==> src/rtl/wash_pkg.sv <==
// Shared definitions for the wash sequencer: state encoding, widths and the
// elaboration-time integer-to-BCD helper used for phase load values.
package wash_pkg;

    localparam int STATE_W = 3;
    localparam int DIGIT_W = 4;
    localparam int BCD_W   = 4 * DIGIT_W;

    typedef enum logic [STATE_W-1:0] {
        S_IDLE  = 3'd0,
        S_FILL  = 3'd1,
        S_WASH  = 3'd2,
        S_RINSE = 3'd3,
        S_SPIN  = 3'd4,
        S_ALARM = 3'd5
    } state_e;

    function automatic logic [BCD_W-1:0] to_bcd16(input int v);
        return {DIGIT_W'((v / 1000) % 10), DIGIT_W'((v / 100) % 10),
                DIGIT_W'((v / 10) % 10), DIGIT_W'(v % 10)};
    endfunction

endpackage

==> src/rtl/wash_sequencer_bcd_down4.sv <==
// Four-digit BCD down-counter register with synchronous load and decrement;
// is_one flags the last second of a phase.
module bcd_down4
    import wash_pkg::*;
(
    input  logic             clk,
    input  logic             reset,
    input  logic             load,
    input  logic [BCD_W-1:0] load_val,
    input  logic             dec,
    output logic [BCD_W-1:0] value,
    output logic             is_one
);

    logic [BCD_W-1:0] val_q, val_d, dec_val;
    logic             borrow;

    // Borrow ripples upward: a zero digit wraps to 9 and keeps borrowing.
    always_comb begin
        dec_val = val_q;
        borrow  = 1'b1;
        for (int i = 0; i < 4; i++) begin
            if (borrow) begin
                if (val_q[i*DIGIT_W +: DIGIT_W] == '0) begin
                    dec_val[i*DIGIT_W +: DIGIT_W] = DIGIT_W'(9);
                end else begin
                    dec_val[i*DIGIT_W +: DIGIT_W] = val_q[i*DIGIT_W +: DIGIT_W] - DIGIT_W'(1);
                    borrow = 1'b0;
                end
            end
        end
    end

    always_comb begin
        val_d = val_q;
        if (load)     val_d = load_val;
        else if (dec) val_d = dec_val;
    end

    always_ff @(posedge clk) begin
        if (reset) val_q <= '0;
        else       val_q <= val_d;
    end

    assign value  = val_q;
    assign is_one = (val_q == BCD_W'(1));

endmodule

==> src/rtl/wash_sequencer.sv <==
// Wash programme sequencer: FILL -> WASH -> SPIN -> (FILL -> RINSE -> SPIN) x RINSES
// -> ALARM -> IDLE, timed by a one-second tick prescaler off the single clock.
module wash_sequencer
    import wash_pkg::*;
#(
    parameter int TICK_DIV = 24_000_000,
    parameter int FILL_T   = 60,
    parameter int WASH_T   = 30,
    parameter int RINSE_T  = 20,
    parameter int SPIN_T   = 10,
    parameter int ALARM_T  = 5,
    parameter int RINSES   = 2
) (
    input  logic               clk,
    input  logic               reset,
    input  logic               start,
    input  logic               stop,
    input  logic               pause,
    input  logic               waterfull,
    output logic [STATE_W-1:0] state,
    output logic [5:0]         state_led,
    output logic [BCD_W-1:0]   bcd,
    output logic [3:0]         rinse_left,
    output logic               paused,
    output logic               fault,
    output logic               done
);

    localparam int               CNT_W     = (TICK_DIV > 1) ? $clog2(TICK_DIV) : 1;
    localparam logic [CNT_W-1:0] CNT_MAX   = CNT_W'(TICK_DIV - 1);
    localparam logic [BCD_W-1:0] FILL_BCD  = to_bcd16(FILL_T);
    localparam logic [BCD_W-1:0] WASH_BCD  = to_bcd16(WASH_T);
    localparam logic [BCD_W-1:0] RINSE_BCD = to_bcd16(RINSE_T);
    localparam logic [BCD_W-1:0] SPIN_BCD  = to_bcd16(SPIN_T);
    localparam logic [BCD_W-1:0] ALARM_BCD = to_bcd16(ALARM_T);

    state_e           state_q, state_d;
    logic [CNT_W-1:0] cnt_q, cnt_d;
    logic [3:0]       rinse_q, rinse_d;
    logic             washed_q, washed_d;
    logic             paused_q, paused_d;
    logic             fault_q, fault_d;
    logic             done_q, done_d;

    logic             tick, expire;
    logic             bcd_load, bcd_dec, bcd_is_one;
    logic [BCD_W-1:0] bcd_load_val, bcd_val;

    always_comb begin
        state_d      = state_q;
        cnt_d        = cnt_q;
        rinse_d      = rinse_q;
        washed_d     = washed_q;
        paused_d     = paused_q;
        fault_d      = fault_q;
        done_d       = 1'b0;
        bcd_load     = 1'b0;
        bcd_load_val = '0;
        bcd_dec      = 1'b0;
        tick         = (state_q != S_IDLE) && !paused_q && (cnt_q == CNT_MAX);
        expire       = tick && bcd_is_one;

        if (stop && state_q != S_IDLE) begin
            state_d  = S_IDLE;
            cnt_d    = '0;
            rinse_d  = '0;
            paused_d = 1'b0;
            bcd_load = 1'b1;
        end else begin
            case (state_q)
                S_IDLE: if (start) begin
                    state_d  = S_FILL;
                    rinse_d  = 4'(RINSES);
                    fault_d  = 1'b0;
                    washed_d = 1'b0;
                    paused_d = 1'b0;
                end
                S_FILL: begin
                    // The tank-full exit wins over a coincident timeout and is honoured while paused.
                    if (waterfull) state_d = washed_q ? S_RINSE : S_WASH;
                    else if (expire) begin
                        state_d = S_ALARM;
                        fault_d = 1'b1;
                    end
                end
                S_WASH: if (expire) begin
                    state_d  = S_SPIN;
                    washed_d = 1'b1;
                end
                S_RINSE: if (expire) begin
                    state_d = S_SPIN;
                    rinse_d = rinse_q - 4'd1;
                end
                S_SPIN: if (expire) state_d = (rinse_q != '0) ? S_FILL : S_ALARM;
                S_ALARM: if (expire) begin
                    state_d = S_IDLE;
                    done_d  = !fault_q;
                end
                default: state_d = S_IDLE;
            endcase

            if (state_d != state_q) begin
                cnt_d    = '0;
                bcd_load = 1'b1;
                case (state_d)
                    S_FILL:  bcd_load_val = FILL_BCD;
                    S_WASH:  bcd_load_val = WASH_BCD;
                    S_RINSE: bcd_load_val = RINSE_BCD;
                    S_SPIN:  bcd_load_val = SPIN_BCD;
                    S_ALARM: bcd_load_val = ALARM_BCD;
                    default: bcd_load_val = '0;
                endcase
            end else if (tick) begin
                cnt_d   = '0;
                bcd_dec = 1'b1;
            end else if (state_q != S_IDLE && !paused_q) begin
                cnt_d = cnt_q + CNT_W'(1);
            end

            if (pause && state_q != S_IDLE) paused_d = !paused_q;
        end
    end

    always_ff @(posedge clk) begin
        if (reset) begin
            state_q  <= S_IDLE;
            cnt_q    <= '0;
            rinse_q  <= '0;
            washed_q <= 1'b0;
            paused_q <= 1'b0;
            fault_q  <= 1'b0;
            done_q   <= 1'b0;
        end else begin
            state_q  <= state_d;
            cnt_q    <= cnt_d;
            rinse_q  <= rinse_d;
            washed_q <= washed_d;
            paused_q <= paused_d;
            fault_q  <= fault_d;
            done_q   <= done_d;
        end
    end

    bcd_down4 u_bcd (
        .clk      (clk),
        .reset    (reset),
        .load     (bcd_load),
        .load_val (bcd_load_val),
        .dec      (bcd_dec),
        .value    (bcd_val),
        .is_one   (bcd_is_one)
    );

    assign state      = state_q;
    assign state_led  = 6'(1) << state_q;
    assign bcd        = bcd_val;
    assign rinse_left = rinse_q;
    assign paused     = paused_q;
    assign fault      = fault_q;
    assign done       = done_q;

endmodule

==> config.mk <==
export PLATFORM = sky130hd
export DESIGN_NAME = wash_sequencer
export DESIGN_NICKNAME = d
export VERILOG_FILES = /design/src/rtl/wash_pkg.sv /design/src/rtl/wash_sequencer_bcd_down4.sv /design/src/rtl/wash_sequencer.sv
export SDC_FILE = /design/constraint.sdc
export NUM_CORES = 1
export LEC_CHECK = 0
export ABC_AREA = 1
export CORE_MARGIN = 1.5
export CORE_UTILIZATION = 48
export CTS_BUF_LIST = sky130_fd_sc_hd__clkbuf_8
export CTS_CLUSTER_DIAMETER = 200
export DETAILED_ROUTE_END_ITERATION = 8
export GPL_TIMING_DRIVEN = 0
export PLACE_DENSITY_LB_ADDON = 0.15
export RECOVER_POWER = 100
export SYNTH_ARGS = -nofsm -noshare
export SYNTH_HDL_FRONTEND = slang
export SYNTH_SLANG_ARGS = --single-unit
==> constraint.sdc <==
create_clock -name clk -period 3.49 [get_ports clk]
set_clock_uncertainty 0.2 [all_clocks]
set_input_delay 0.5235 -clock clk [delete_from_list [all_inputs] [get_ports clk]]
set_output_delay 0.5235 -clock clk [all_outputs]
set_load 0.02 [all_outputs]
# [Yosys cells after proc, flatten, opt, wreduce, memory -nomap -nowiden]
# Index checks and enable logic that the tools add are counted.
[totals] regBits=52 latchBits=0 mem_bits_rw=0 mem_bits_ro=0 input_bits=6 out_inout_bits=32 word_cells=115 n_memories=0
[classes] add_sub_neg=6 n_mul=0 n_div=0 order_cmp=0 n_eq_ne=18 n_shift=1 muxes=42 bitwise=3 reduce_logical=34
[ops] cell="4-bit 2-to-1 mux" count=9
[ops] cell="7-bit one-hot mux with 5 select lines" count=1
[ops] cell="16-bit 2-to-1 mux" count=2
[ops] cell="25-bit by 1-bit adder with 25-bit output (second input constant)" count=1
[ops] cell="25-bit equality test (second input constant)" count=1
[ops] cell="3-bit 2-to-1 mux" count=8
[ops] cell="4-bit by 1-bit subtractor with 4-bit output (second input constant)" count=5
[ops] cell="2-bit nonzero test" count=9
[ops] cell="16-bit by 1-bit equality test with 1-bit output (second input constant)" count=1
[ops] cell="4-bit logical NOT" count=4
[ops] cell="1-bit 2-to-1 mux" count=16
[ops] cell="3-bit one-hot mux with 5 select lines" count=1
[ops] cell="7-bit 2-to-1 mux" count=2
[ops] cell="3-bit by 2-bit equality test with 1-bit output (second input constant)" count=4
[ops] cell="3-bit equality test (second input constant)" count=4
[ops] cell="2-bit != test (second input constant)" count=5
[ops] cell="4-bit one-hot mux with 2 select lines" count=1
[ops] cell="2-bit AND reduction" count=4
[ops] cell="4-bit OR reduction" count=2
[ops] cell="3-bit by 1-bit equality test with 1-bit output (second input constant)" count=2
[ops] cell="1-bit by 3-bit << shifter with 6-bit output (first input constant)" count=1
[ops] cell="1-bit logical AND" count=5
[ops] cell="5-bit AND reduction" count=1
[ops] cell="1-bit one-hot mux with 2 select lines" count=2
[ops] cell="other kinds (9)" count=13

# [Logic depth before layout (Yosys ltp)]
# Gate-level depths: netlist (run 1).
[logic_depth] ltp_word=13 ltp_mapped=19 depth_no_buf=18

# [Modules after synthesis]
# Synthesis (run 1) repeated with hierarchy kept, for this count alone.
[hier_totals] hier_cells=454 hier_area_um2=3313.2
[modules_own_cells] module="wash_sequencer" n_inst=1 cells_per_inst=297 area_each_um2=2222.1
[modules_own_cells] module="bcd_down4" n_inst=1 cells_per_inst=157 area_each_um2=1091.0

# [Least setup slack after synthesis (run 1)]
# Ideal clock, no wire load.
[synth_path] path_type="register -> register" from="reg state_q[2], in the netlist state[2]" to="reg u_bcd.val_q[12], in the netlist u_bcd.value[12]" setup_time_ns=0.064 arrival_time_ns=2.074 required_ns=3.226 setup_slack_ns=1.152 stages_incl_launch_ff=16 path_buffers=1 synth_period_minus_slack_ns=2.338 path_cell_list="dfxtp_1 -> inv_1 -> nor2_1 -> nand4_1 -> nand3_1 -> nand2_1 -> nand2_2 -> nor2_1 -> nor2_4 -> nand2_4 -> nor2_4 -> buf_6 -> nand2_1 -> nand2_1 -> nand2_1 -> nor2_1"
[synth_via] elab_chain_len=13 word_cells_on_any_way=30 classes_between="eq/ne (6); mux (14); reduce/logical (10)"
[synth_lines] element="from (decl)" line="wash_sequencer.sv:37" text="state_e state_q, state_d;"
[synth_lines] element="from (signal assigned)" line="wash_sequencer.sv:134" text="state_q <= state_d;"
[synth_lines] element="3-bit nonzero test" line="wash_sequencer.sv:60, wash_sequencer.sv:63"
[synth_lines] element="1-bit logical AND (2 in series)" line="wash_sequencer.sv:60" text="tick = (state_q != S_IDLE) && !paused_q && (cnt_q == CNT_MAX);"
[synth_lines] element="1-bit logical AND" line="wash_sequencer.sv:61" text="expire = tick && bcd_is_one;"
[synth_lines] element="3-bit 2-to-1 mux" line="wash_sequencer.sv:81" text="else if (expire) begin"
[synth_lines] element="3-bit 2-to-1 mux" line="wash_sequencer.sv:80" text="if (waterfull) state_d = washed_q ? S_RINSE : S_WASH;"
[synth_lines] element="3-bit one-hot mux with 5 select lines" line="wash_sequencer.sv:70" text="case (state_q)"
[synth_lines] element="3-bit 2-to-1 mux" line="wash_sequencer.sv:63" text="if (stop && state_q != S_IDLE) begin"
[synth_lines] element="3-bit != test" line="wash_sequencer.sv:102" text="if (state_d != state_q) begin"
[synth_lines] element="1-bit 2-to-1 mux" line="wash_sequencer.sv:102"
[synth_lines] element="1-bit 2-to-1 mux" line="wash_sequencer.sv:63"
[synth_lines] element="2-bit nonzero test (no line)"
[synth_lines] element="2-bit AND reduction (no line)"
[synth_lines] element="to (signal assigned)" line="wash_sequencer_bcd_down4.sv:42" text="else val_q <= val_d;"
[synth_lines] element="to (decl)" line="wash_sequencer_bcd_down4.sv:15" text="logic [BCD_W-1:0] val_q, val_d, dec_val;"
# Several ways; a longest one is shown, not always the timed one. The select of a mux whose other input is x is not followed.
# A chain may end at the register's enable or synchronous reset.

# [Worst setup path in the final report (run 1)]
[layout_path] from="reg u_bcd.val_q[8], in the netlist u_bcd.value[8]" to="reg cnt_q[24]"
[layout_via] elab_chain_len=8 word_cells_on_any_way=11 classes_between="eq/ne (2); mux (7); reduce/logical (2)"
[layout_lines] element="16-bit by 1-bit equality test with 1-bit output (*)" line="wash_sequencer_bcd_down4.sv:46" text="assign is_one = (val_q == BCD_W'(1));"
[layout_lines] element="1-bit logical AND (*)" line="wash_sequencer.sv:61"
[layout_lines] element="3-bit 2-to-1 mux" line="wash_sequencer.sv:81"
[layout_lines] element="3-bit 2-to-1 mux" line="wash_sequencer.sv:80"
[layout_lines] element="3-bit one-hot mux with 5 select lines (*)" line="wash_sequencer.sv:70"
[layout_lines] element="3-bit 2-to-1 mux (*)" line="wash_sequencer.sv:63"
[layout_lines] element="3-bit != test (*)" line="wash_sequencer.sv:102"
[layout_lines] element="4-bit OR reduction (no line) (*)"
[layout_lines] element="to (signal assigned)" line="wash_sequencer.sv:135" text="cnt_q <= cnt_d;"
[layout_lines] element="to (decl)" line="wash_sequencer.sv:38" text="logic [CNT_W-1:0] cnt_q, cnt_d;"
# Mark *: on every way between the ends. The rest lies on a longest branch, timed or not. The select of a mux whose other input is x is not followed.

==> results of run 1 <==
-- kinds of logic (layout without fill, tap and decap cells) --
family / after synthesis / after routing / synth area share
fa+ha+maj: 8 / 8 / 0.0339
flops: 52 / 52 / 0.352
xor+xnor: 28 / 28 / 0.0830
buf+inv: 57 / 102 / 0.0762
simple gates: 243 / 243 / 0.376
compound gates: 34 / 34 / 0.0749
mux: 1 / 1 / 0.00339
-- layout make-up --
| type | count | area [um^2] |
|---|---|---|
| clock inverters | 3 | 18.8 |
| plain buffers | 4 | 26.3 |
| clock buffers | 5 | 68.8 |
| multi-input cells | 314 | 1670 |
| repair buffers | 37 | 370 |
| well taps | 75 | 93.8 |
| inverters | 53 | 199 |
| flip-flops and latches | 52 | 1040 |
| fillers | 573 | 2430 |
-- power by group --
group          internal (W)  leakage (nW)  switching [W]
logic              0.000141          1.02       0.000229
clock network      0.000140        0.0479       0.000208
registers          0.000622         0.422      0.0000315
-- per-layer routing --
metal | GRT usage | vias up | wire length (um)
met2 | 0.311 | 44 | 2760
li1 | - | 1436 | -
met3 | 0.0356 | 4 | 225
met1 | 0.282 | 1267 | 3240
met4 | 0.0638 | 0 | 55
met5 | 0 | - | 0
-- Yosys cell counts, drive strengths merged --
cell,count
ha,8
xor2,20
a21oi,13
nand2,88
a31oi,1
nand4,8
mux2i,1
nor2,97
or2,1
o211a,1
inv,53
nand3,32
o211ai,2
nor3,12
dfxtp,52
a211oi,2
a311oi,1
buf,4
nand3b,1
xnor2,8
o21ai,11
nor4,4
o2111ai,1
o31ai,2
-- worst min-delay path by stage --
| stage | from | to | slack [ns] | cells past startpoint |
|---|---|---|---|---|
| after floorplan | cnt_q[1]$_SDFFE_PP0P_ | cnt_q[1]$_SDFFE_PP0P_ | 0.26 | 2 |
| after global placement | fault$_SDFFE_PP0P_ | done$_SDFF_PP0_ | 0.26 | 1 |
| after detailed placement | fault$_SDFFE_PP0P_ | done$_SDFF_PP0_ | 0.25 | 1 |
| after CTS | fault$_SDFFE_PP0P_ | done$_SDFF_PP0_ | 0.27 | 1 |
| after global routing | fault$_SDFFE_PP0P_ | done$_SDFF_PP0_ | 0.30 | 1 |
| final | fault$_SDFFE_PP0P_ | done$_SDFF_PP0_ | 0.27 | 1 |
-- flip-flops by register name, indices dropped and copies added, names as in the netlist --
name,count
rinse_left,4
u_bcd.value,16
cnt_q,25
paused,1
washed_q,1
state,3
done,1
fault,1
-- metrics by stage --
step,cells,setup slack (ns)
after detailed placement,535,0.830
after floorplan,423,1.15
after CTS,543,0.827
final,543,0.545
after global placement,535,0.845
after global routing,543,0.331
-- placed cells by master (no fill, tap or decap), types with 2 or more instances in the layout --
cell type,synthesis,layout
nor2_1,87,90
nand2_1,82,82
dfxtp_1,52,52
inv_1,49,49
dlygate4sd3_1,0,32
nand3_1,28,29
xor2_1,20,20
a21oi_1,12,12
o21ai_0,11,11
nor3_1,10,10
nand4_1,8,8
xnor2_1,8,8
ha_1,8,8
nand2_2,5,5
clkbuf_8,0,5
clkdlybuf4s50_1,0,5
inv_2,4,4
nor2_4,4,4
nand3_2,3,3
nor2_2,6,3
buf_2,3,3
nor4_1,3,3
nor3_2,2,2
a211oi_1,2,2
o211ai_1,2,2
clkinv_2,0,2
-- worst max-delay path, cell delays in order, from the launching register on --
cell     delay [ns]
dfxtp_1        0.35
inv_1          0.08
ha_1           0.19
nand2_1        0.06
nor2_1         0.24
nand2_1        0.09
nor2_1         0.28
nand3_1        0.31
nand2_1        0.13
nand2_1        0.07
nand2_2        0.07
a21oi_1        0.10
nor2_4         0.17
nand3_2        0.18
buf_2          0.25
nor2_1         0.11
==> impl_results.md, run 1 <==
* Outcome: completed
* H-Tree Depth at 2
* I/O pin count at 38
* RSZ-0062 raised after global routing: false
* Root Buffer: clkbuf_8
* TritonCTS Buffers at 5
* Power Density at 393 nW/um^2
* Fin crit period at between 2 and 3 ns
* Total track usage at 0.200
* Fmax at 340 MHz
* Worst r2r src: u_bcd.value[8]$_SDFFE_PP0P_
* Slew Limit Headroom at 0.624
* Largest net degree at the start of global routing at 17
* Global route overflow at 0
* Crit path from: u_bcd.value[8]$_SDFFE_PP0P_
* FF-to-FF End: cnt_q[24]$_SDFFE_PP0P_
* Post-CTS Setup Inserts at 0
* Total number of vias at 2751
* HP Class: flip-flop to flip-flop
* Post-DP Area at 3420 um^2
* Final wirelength at about 6300 um
* Final #Nets at 481
* Layout cell share with drive strength beyond 1 at 0.0833
* Post-cts repair resize count at 0
* RePlAce Congestion at just over 0.8
* Post-synth top area share at 0.352
* Worst-Margin Slew at about 0.56 ns
* CTS Buffer Depth at 2
* Minimum hold slack at approximately 0.27 ns
* TritonCTS clock tree: done
* Final worst-path cycle share at 0.844
* Routed len/inst at 11.6 um
* CP Capture Point: cnt_q[24]$_SDFFE_PP0P_
* Setup TNS at 0 ns
* Syn Nets at 437
* Seq/Total Area, Yosys at 0.352
* Starting Density at 0.499
* Max VDD drop at 0.208 mV
* YS warnings at 0
* FP Rows at 28
* Power after layout at 0.00137 W
* Clk Latency, worst-skew pair at 0.31 ns
* Maxcap violations at 0
* Crit Path Max Fanout at 10
* DP HPWL at between 4000 and 5000 um
* Flops & latches, synth at 52
* Total die area at roughly 6600 um^2
* I/O Buffers at 37
* Required time worst endpoint at 3.54 ns
* Worst Path Arrival at 2.99 ns
* Critical path capture point type: flip-flop
* Setup CP Type: flip-flop to flip-flop
* Final core occ at 0.589
* First-pass GRT wire length at 10500 um
* Initial antenna violation count at 0
* Largest cells by area after synthesis: dfxtp_1 (35%), nor2_1 (11%), nand2_1 (10%)
* Syn Area/Cell at 6.99 um^2
* Violation count after the first detailed-route iteration at 175
* Final setup fails at 0
* Count of final hold-check violations at 0
* Clock sinks at 52
* Remaining antenna violation count at 0
* Post-Syn Area at 2960 um^2
* Area growth from synthesis to layout at 18.0%
* CP startpoint kind: flip-flop
* Die span in y at 81.5 um
* Clock transition at the registers of the reported paths at roughly 0.1 ns
* Slew Viols, Final at 0
* ANT cells at 0
* Via/cell ratio at between 5 and 6
* DR pass1 iterations at 5
* Post-synth top area cell: dfxtp_1
* CTS Hold Bufs at 0
* Static Leak at around 1.5 nW
* Core area at 5920 um^2
* Die W at 81.5 um
* Worst reg-to-reg setup slack at 0.55 ns
* Worst R2R Path Depth at 15
* Design area at between 3000 and 4000 um^2
* Residual DRC count at 0
* Unique cell type count in the Yosys netlist at 36
* Vias in the first global route at between 2k and 2.5k
* Mapped Cells at 423
(Power assumes the default switching activity.)
==> run 2: changes to the inputs <==
- clock period: 3.49 -> 2.4 ns (I/O delays scaled with it)
==> run 2 against run 1 <==
  * Fmax rose by 24%
  * Hold slack worse by 0.0057 ns
  * Setup slack worse by 0.51 ns
  * Power rose by 55%
  * Sequential cell count unchanged
  * Via count is 5.8% higher
  * First-iteration DRC count decreased by 19%
  * Sequential share of layout area decreased by 2.5 points
  * Register-to-register slack worse by 0.51 ns
  * Design area increased by 11%
  * Critical path type unchanged
==> impl_results.md, run 2 (synthesis results as in run 1) <==
* Outcome: completed
* CP max stage delay at around 0.35 ns
* Top layer in use: met4
* Routed len/inst at 12.3 um
* Vias in the first global route at roughly 2.5k
* Total track usage at 0.206
* Root Buffer: clkbuf_8
* Minimum hold slack at ~0.26 ns
* Maxcap violations at 0
* CP startpoint kind: flip-flop
* Worst Path Arrival at 2.42 ns
* Final #Nets at approximately 500
* Area growth from synthesis to layout at 31.4%
* Fmax at 422 MHz
* Die span in y at 81.5 um
* Final wirelength at approximately 7000 um
* Clock transition at the registers of the reported paths at roughly 0.10 ns
* Final setup fails at 0
* Required time worst endpoint at 2.45 ns
* Slew Viols, Final at 0
* Slew Limit Headroom at 0.719
* First-pass GRT wire length at 10800 um
* Worst slack at placement at -0.221 ns
* Clk Latency, worst-skew pair at 0.31 ns
* Via/cell ratio at 5.13
* RSZ-0062 raised after global routing: true
* I/O pin count at 38
* Fin cells at 568
* I/O Buffers at 37
* FP Rows at 28
* Post-route setup slack at ~0.032 ns
* Combinational share of power at 0.309
* Count of final hold-check violations at 0
* Residual DRC count at 0
* Final worst-path cycle share at 0.987
* TritonCTS Buffers at 5
* Fin crit period at 2.37 ns
* Fillers at 534
* Worst-Margin Slew at 0.421 ns
* Max reg flops at 25
* Layout cell share with drive strength beyond 1 at 0.213
* Crit Path Max Fanout at 5
* DP HPWL at 4750 um
* CTS Buffer Depth at 2
* WL met1 at 3430 um
* Commonest non-fill, non-tap cell in the layout: nor2_1
* Slowest stage cell, crit path: dfxtp_2
* Pint at 0.00139 W
* Cell Chain, Critical Path: inv_2, ha_4, nand2_4, nor2_4, nand2_2, nor2_4, nand3_4, nand2_1, nand2_1, nand2_2, nand2_4, nand2_4, nand2_4, nor2_4, buf_6, nand2_2, nand2_1, nand2_1, nor2_1
* Area of the multi-input gates at approximately 1800 um^2
* Critical path capture point type: flip-flop
* Reg power frac at 0.450
* Clock power share at 0.241
* Post-Place Cells at 535
* RePlAce Congestion at between 0.8 and 0.9
* Total number of vias at 2911
* Initial antenna violation count at 0
* Clock sinks at 52
* Setup CP Type: flip-flop to flip-flop
* Wire length on met3 at between 200 and 300 um
* DR WL met2 at 3200 um
* Die W at 81.5 um
* Violation count after the first detailed-route iteration at 141
* HP Class: flip-flop to flip-flop
* ANT cells at 0
* Register area at 1060 um^2
* Total die area at 6640 um^2
* Remaining antenna violation count at 0
* Global route overflow at 0
* Net switching fraction of the power at 0.346
* CTS Hold Bufs at 0
* Top reg by flops: cnt_q
* Static Leak at 1.62 nW
* Core area at 5920 um^2
* Max VDD drop at 0.327 mV
* TritonCTS clock tree: done
* DR pass1 iterations at 4
* Most frequent cells in the layout: nor2_1 (78), nand2_1 (77), inv_1 (44)
* Starting Density at 0.499
* H-Tree Depth at 2
* Largest net degree at the start of global routing at 17
* Switching power total at 0.000735 W
* Power Density at 547 nW/um^2
-- run 2: changes by cell type in the layout (fill, tap and decap cells not counted), sizes merged --
cell           previous run  this run
buf                       4        29
dlygate4sd2               0         1
dlygate4sd3              32        17
clkdlybuf4s50             5        17
dlymetal6s2s              0         2
-- run 2: per-stage QoR --
step | cell area, um^2 | util | TNS [ns] | power [W]
after global routing | 3880 | 0.656 | -0.811 | 0.00224
after global placement | 3420 | 0.578 | -4.41 | 0.00152
after detailed placement | 3420 | 0.578 | -5.89 | 0.00153
after CTS | 3670 | 0.620 | 0 | 0.00210
final | 3880 | 0.656 | 0 | 0.00212
after floorplan | 2960 | - | 0 | 0.00136
-- run 2: path summary, 6_finish.rpt --
check	startpoint	endpoint	slack, ns	cells past startpoint
hold reg to reg	fault$_SDFFE_PP0P_	done$_SDFF_PP0_	0.26	1
hold / removal	fault$_SDFFE_PP0P_	done$_SDFF_PP0_	0.26	1
setup / recovery	u_bcd.value[9]$_SDFFE_PP0P_	u_bcd.value[12]$_SDFFE_PP0P_	0.03	19
setup reg to reg	u_bcd.value[9]$_SDFFE_PP0P_	u_bcd.value[12]$_SDFFE_PP0P_	0.03	19
-- run 2: layer usage --
metal,vias to the layer above,GRT usage
li1,1492,-
met1,1342,0.288
met2,69,0.323
met5,-,0
met4,0,0.0638
met3,8,0.0356
-- run 2: final cells by class --
class | count | share of cell area
Buffer | 4 | 0.00999
Clock buffer | 5 | 0.0177
Clock inverter | 3 | 0.00483
Inverter | 53 | 0.0512
Multi-Input combinational cell | 314 | 0.474
Sequential cell | 52 | 0.274
Tap cell | 75 | 0.0242
Timing Repair Buffer | 62 | 0.145
-- run 2: repair_timing --
action / CTS / global route
cloned: 1 / 0
setup endpoints to repair: 45 / 45
buffers inserted: 11 / 13
pin swaps: 8 / 17
gates resized for setup: 29 / 35
-- run 2: power groups by stage --
| stage | sequential [W] | clock, W | combinational, W |
|---|---|---|---|
| after global placement | 0.000971 | 0 | 0.000552 |
| after CTS | 0.000954 | 0.000524 | 0.000622 |
| after detailed placement | 0.000972 | 0 | 0.000557 |
| after floorplan | 0.00101 | 0 | 0.000347 |
| after global routing | 0.000963 | 0.000555 | 0.000726 |
| final | 0.000956 | 0.000512 | 0.000656 |
-- run 2: critical path: cells and delay by family (launching register included) --
kind	cells	cell delay (ns)
simple gates	16	1.40
flops	1	0.35
buf+inv	2	0.22
fa+ha+maj	1	0.15
==> run 3: changes to the inputs <==
- GPL_ROUTABILITY_DRIVEN: unset -> 0
==> results of run 3 <==
Same layout as run 2: the final DEF is identical, and so are final timing and power.
